$ cat src/rtl/hilo_muldiv.sv
// hilo_muldiv: multiply/divide unit holding the architectural HI/LO registers.
// Executes MULT/MULTU in one extra cycle and DIV/DIVU as a fixed-latency
// 32-iteration restoring divider; MTHI/MTLO write HI/LO directly.
// Ports:
//   clk    - rising-edge clock
//   rst    - synchronous active-high reset
//   start  - EX stage holds a mul/div/mthi/mtlo instruction
//   op     - operation select (MULT/MULTU/DIV/DIVU/MTHI/MTLO, others ignored)
//   a, b   - rs / rt operands
//   cancel - pipeline flush, aborts any operation in flight
//   busy   - stall request to the hazard unit (combinational issue term)
//   done   - one-cycle pulse when new HI/LO results become visible
//   hi, lo - HI and LO registers
module hilo_muldiv (
    input  logic        clk,
    input  logic        rst,
    input  logic        start,
    input  logic [2:0]  op,
    input  logic [31:0] a,
    input  logic [31:0] b,
    input  logic        cancel,
    output logic        busy,
    output logic        done,
    output logic [31:0] hi,
    output logic [31:0] lo
);

    localparam int unsigned W  = 32;
    localparam int unsigned CW = 5;

    localparam logic [2:0] OP_MULT  = 3'b001;
    localparam logic [2:0] OP_MULTU = 3'b010;
    localparam logic [2:0] OP_DIV   = 3'b011;
    localparam logic [2:0] OP_DIVU  = 3'b100;
    localparam logic [2:0] OP_MTHI  = 3'b101;
    localparam logic [2:0] OP_MTLO  = 3'b110;

    typedef enum logic [1:0] {IDLE, MUL, DIV, SIGN} state_t;

    state_t          state;
    logic [W-1:0]    opnd_a;   // multiplicand, or dividend shifting into quotient
    logic [W-1:0]    opnd_b;   // multiplier, or divisor magnitude
    logic [W-1:0]    rem;
    logic [CW-1:0]   count;
    logic            sgn_mul;
    logic            neg_q;
    logic            neg_r;

    logic            is_mul;
    logic            is_div;
    logic            accept;
    logic            sdiv;
    logic [W-1:0]    a_abs;
    logic [W-1:0]    b_abs;
    logic [2*W-1:0]  ext_a;
    logic [2*W-1:0]  ext_b;
    logic [2*W-1:0]  product;
    logic [W:0]      rem_sh;
    logic [W-1:0]    rem_sub;
    logic            fits;

    // Issue decode and combinational stall so the hold applies in the issue cycle
    assign is_mul = (op == OP_MULT) || (op == OP_MULTU);
    assign is_div = (op == OP_DIV)  || (op == OP_DIVU);
    assign accept = (state == IDLE) && start && !done && !cancel;
    assign busy   = (state != IDLE) || (start && (state == IDLE) && !done && (is_mul || is_div));

    // Operand magnitudes for signed divide; -2^31 maps onto itself as unsigned 2^31
    assign sdiv  = (op == OP_DIV);
    assign a_abs = (sdiv && a[W-1]) ? -a : a;
    assign b_abs = (sdiv && b[W-1]) ? -b : b;

    // Sign-extend to 64 bits so one unsigned multiply serves both MULT and MULTU
    assign ext_a   = {{W{sgn_mul & opnd_a[W-1]}}, opnd_a};
    assign ext_b   = {{W{sgn_mul & opnd_b[W-1]}}, opnd_b};
    assign product = ext_a * ext_b;

    // One restoring step; the shifted remainder needs a 33rd bit for the compare
    assign rem_sh  = {rem, opnd_a[W-1]};
    assign fits    = rem_sh >= {1'b0, opnd_b};
    assign rem_sub = rem_sh[W-1:0] - opnd_b;

    // Control FSM and datapath registers
    always_ff @(posedge clk) begin
        if (rst) begin
            state   <= IDLE;
            hi      <= '0;
            lo      <= '0;
            done    <= 1'b0;
            count   <= '0;
            opnd_a  <= '0;
            opnd_b  <= '0;
            rem     <= '0;
            sgn_mul <= 1'b0;
            neg_q   <= 1'b0;
            neg_r   <= 1'b0;
        end else if (cancel) begin
            state <= IDLE;
            done  <= 1'b0;
        end else begin
            done <= 1'b0;
            case (state)
                IDLE: begin
                    if (accept) begin
                        case (op)
                            OP_MULT, OP_MULTU: begin
                                opnd_a  <= a;
                                opnd_b  <= b;
                                sgn_mul <= (op == OP_MULT);
                                state   <= MUL;
                            end
                            OP_DIV, OP_DIVU: begin
                                opnd_a <= a_abs;
                                opnd_b <= b_abs;
                                neg_r  <= sdiv & a[W-1];
                                neg_q  <= sdiv & (a[W-1] ^ b[W-1]);
                                rem    <= '0;
                                count  <= CW'(31);
                                state  <= DIV;
                            end
                            OP_MTHI: hi <= a;
                            OP_MTLO: lo <= a;
                            default: ;
                        endcase
                    end
                end
                MUL: begin
                    hi    <= product[2*W-1:W];
                    lo    <= product[W-1:0];
                    done  <= 1'b1;
                    state <= IDLE;
                end
                DIV: begin
                    rem    <= fits ? rem_sub : rem_sh[W-1:0];
                    opnd_a <= {opnd_a[W-2:0], fits};
                    if (count == '0) begin
                        state <= SIGN;
                    end else begin
                        count <= count - CW'(1);
                    end
                end
                SIGN: begin
                    // With a zero divisor the remainder already equals the dividend
                    lo    <= (opnd_b == '0) ? '1 : (neg_q ? -opnd_a : opnd_a);
                    hi    <= neg_r ? -rem : rem;
                    done  <= 1'b1;
                    state <= IDLE;
                end
                default: state <= IDLE;
            endcase
        end
    end

endmodule

$ cat config.mk
export PLATFORM = sky130hd
export DESIGN_NAME = hilo_muldiv
export DESIGN_NICKNAME = d
export VERILOG_FILES = /design/src/rtl/hilo_muldiv.sv
export SDC_FILE = /design/constraint.sdc
export NUM_CORES = 2
export LEC_CHECK = 0
export ABC_AREA = 1
export CAP_MARGIN = 20
export CORE_MARGIN = 2
export CORE_UTILIZATION = 30
export CTS_BUF_LIST = sky130_fd_sc_hd__clkbuf_4
export DETAILED_ROUTE_END_ITERATION = 8
export PLACE_DENSITY = 0.41
export SYNTH_ARGS = -nofsm -noshare
export SYNTH_HDL_FRONTEND = slang
export SYNTH_SLANG_ARGS = --single-unit
$ cat constraint.sdc
create_clock -name clk -period 10 [get_ports clk]
set_clock_uncertainty 0.2 [all_clocks]
set_input_delay 2.5 -clock clk [delete_from_list [all_inputs] [get_ports clk]]
set_output_delay 2.5 -clock clk [all_outputs]
set_load 0.05 [all_outputs]
==> results by group <==
Placed design
  – Detailed placement HPWL: 185000 um
  – PortBufs: 136
  – Placed insts: approximately 9800
  – Routability cong.: 0.931

Clocking
  – Post-CTS setup buffers: 0
  – Post-CTS sizing: 0
  – Num CTS Buffers: 17
  – CTS root buf: clkbuf_4
  – Max Buffers Root-to-Sink: 2
  – CTS tree: built
  – H-tree Lvls: 4
  – Worst-Skew Late Latency: 800 ps
  – CTS clk-pin slew, worst paths: ~170 ps
  – Hold_buf cts: 0
  – Clock Sinks: 171

GRT
  – Initial antenna violation count: 8
  – Tot GR Track Use: 0.238
  – Met3 Use GR: 0.0168
  – Pin count of the biggest net entering global routing: 70
  – Total gr overflow: 0
  – First-pass GRT wire length: 326000 um
  – Met1 GRT Util: 0.331
  – Met2 Use GR: 0.401
  – Vias in the first global route: 49000
  – Busiest layer in global routing: met2

Finish
  – Final non-filler cell total: 9875
  – Fin util: 0.326
  – Filler Cell Count: 19600
  – Most common cell after layout, fill and taps aside: nand2_1
  – Share of cells above drive strength 1: 0.0291
  – P&R area growth vs syn: 7.78%
  – Fin nets: 8951
  – Most frequent cells in the layout: 2009 x nand2_1, 1989 x inv_1, 1126 x fa_1, 496 x nor2_1, 324 x nand3_1

STA
  – Period utilisation layout: 0.883
  – Final setup viols: 0
  – Worst-margin pin slew: 1090 ps
  – Unrepaired setup endpoints after global routing: no
  – FMAX: about 0.11 GHz
  – Relative slew margins: 0.274
  – Setup_tns: 0 ps
  – Final max-slew violation count: 0
  – Endpoints failing hold: 0
  – Final min period: 8830 ps

Power
  – Cell Pwr Density: 38.0 nW/um^2
  – Worst VDD drop: between 60 and 70 uV
  – Leakage power: 31.5 nW

Worst setup path
  – CP max-delay cell: fa_1
  – CP Buf/Inv Count: 8
  – WP data arrival: 9330 ps
  – Worst path top cell family by delay: adder cells
  – R2R setup slack: 1170 ps
  – Worst Setup Path Type: reg2reg
  – Startpoint Class: flip-flop
  – Crit. End Element: flip-flop
  – Crit path required time: 10500 ps
  – Crit path largest cell delay: 910 ps
  – Crit Path Max Fanout: 15

Logic synthesis
  – Synth cell types: 49
  – Syn Nets: 9040
  – Sequential element share of the synthesized area: 0.0634
  – Synthesis Warnings: 0
  – Syn Area/Cell: 7.11 sq um
  – Yosys reg bits: 171
  – Post-synthesis cell count: 7592
  – Syn Std Cell Area: 54000 sq um

Drt
  – DR DRC count: 0
  – DRT Pass-1 Iters: 5
  – Total wire length: 217000 um
  – Vias/cell: approximately 4.8
  – Iteration-0 DRC Markers: 3551
  – Vias after detailed routing: 47300
  – Post-route ant nets: 0
  – Wire per inst: 21.9 um

Flow run
  – Max cap viols: 0

Floorplanning
  – CORE AREA: 179000 sq um
  – Die height: 428 um
  – Row Count: 155
  – Initial Utilization: 0.302
  – Die ar.: 183000 sq um
  – # IOs: 137
  – Die span in x: 428 um

Status
  – Outcome: completed

Min path
  – Worst min path class: reg2reg
-- synth_stat cells, drive strengths merged --
master / instances / share of area
a221oi: 1 / 0.00028
a21oi: 317 / 0.030
nor2: 503 / 0.035
buf: 100 / 0.0079
nand4: 52 / 0.0061
xnor2: 23 / 0.0037
a211oi: 13 / 0.0018
nand3b: 19 / 0.0026
a31oi: 6 / 0.00070
a21o: 4 / 0.00056
nor4: 16 / 0.0019
xor2: 36 / 0.0058
nand3: 324 / 0.030
o221ai: 10 / 0.0016
o2111ai: 1 / 0.00016
o211ai: 19 / 0.0026
or2: 12 / 0.0014
clkbuf: 256 / 0.018
inv: 1996 / 0.14
ha: 251 / 0.058
clkinv: 4 / 0.00028
and2: 4 / 0.00046
nor3b: 1 / 0.00014
a311oi: 2 / 0.00032
o21ai: 232 / 0.022
and3: 1 / 0.00012
nand2: 2013 / 0.14
a41oi: 1 / 0.00016
dfxtp: 171 / 0.063
fa: 1126 / 0.42
o21bai: 18 / 0.0025
nor3: 54 / 0.0053
o21a: 1 / 0.00014
o31ai: 5 / 0.00070
-- routing by layer --
metal,vias to the layer above,routed length [um]
li1,21900,-
met1,24200,99200
met2,1182,103000
met3,159,8930
met4,0,5470
met5,-,0
-- worst min-delay path, delay by kind of cell, from the launching register on --
kind	cells	cell delay, ps
AOI/OAI and AO/OA	1	50
DFF	1	350
and+or+nand+nor	1	60
-- kinds of logic (layout without fill, tap and decap cells) --
family / count (synthesis) / after routing / share of synthesized area
compound gates: 630 / 630 / 0.0628
xor+xnor: 59 / 59 / 0.00957
fa+ha+maj: 1377 / 1377 / 0.476
buf+inv: 2356 / 2280 / 0.165
flops: 171 / 171 / 0.0634
other cells: 0 / 4 / 0
simple gates: 2999 / 2999 / 0.223
-- stage by stage --
step	total power [mW]	cell area [sq um]	hold slack (ps)	worst slack, ps
after floorplan	1.31	54000	253	2300
after global placement	1.74	57800	254	1340
after detailed placement	1.74	57800	258	1210
after CTS	2.24	58200	280	1180
after global routing	2.34	58200	328	724
final	2.21	58200	281	1170
-- final timing paths --
kind	cells past startpoint	endpoint	from
setup reg to reg	30	hi[23]$_SDFFE_PP0P_	sgn_mul$_SDFFE_PP0P_
hold / removal	2	opnd_a[28]$_SDFFE_PP0P_	opnd_a[28]$_SDFFE_PP0P_
setup / recovery	30	hi[23]$_SDFFE_PP0P_	sgn_mul$_SDFFE_PP0P_
hold reg to reg	2	opnd_a[28]$_SDFFE_PP0P_	opnd_a[28]$_SDFFE_PP0P_
-- power breakdown --
part	switching, mW	internal [mW]	total, mW
Clock	0.352	0.137	0.489
Combinational	0.686	0.273	0.960
Sequential	0.0620	0.701	0.763
Total	1.10	1.11	2.21
-- state kept, by name, indices dropped and copies added (netlist names) --
name	cells
hi	32
lo	32
opnd_a	32
opnd_b	32
rem	32
count	5
state	2
done	1
neg_q	1
neg_r	1
sgn_mul	1
-- layout make-up --
class	instances	area (sq um)	share of cell area
clock inverters	15	183	0.00314
diodes	4	10.0	0.000172
flip-flops and latches	171	3470	0.0597
inverters	2000	7510	0.129
multi-input cells	5065	41700	0.716
repair buffers	248	2250	0.0388
clock buffers	17	128	0.00219
well taps	2355	2950	0.0507
(Power assumes the default switching activity.)
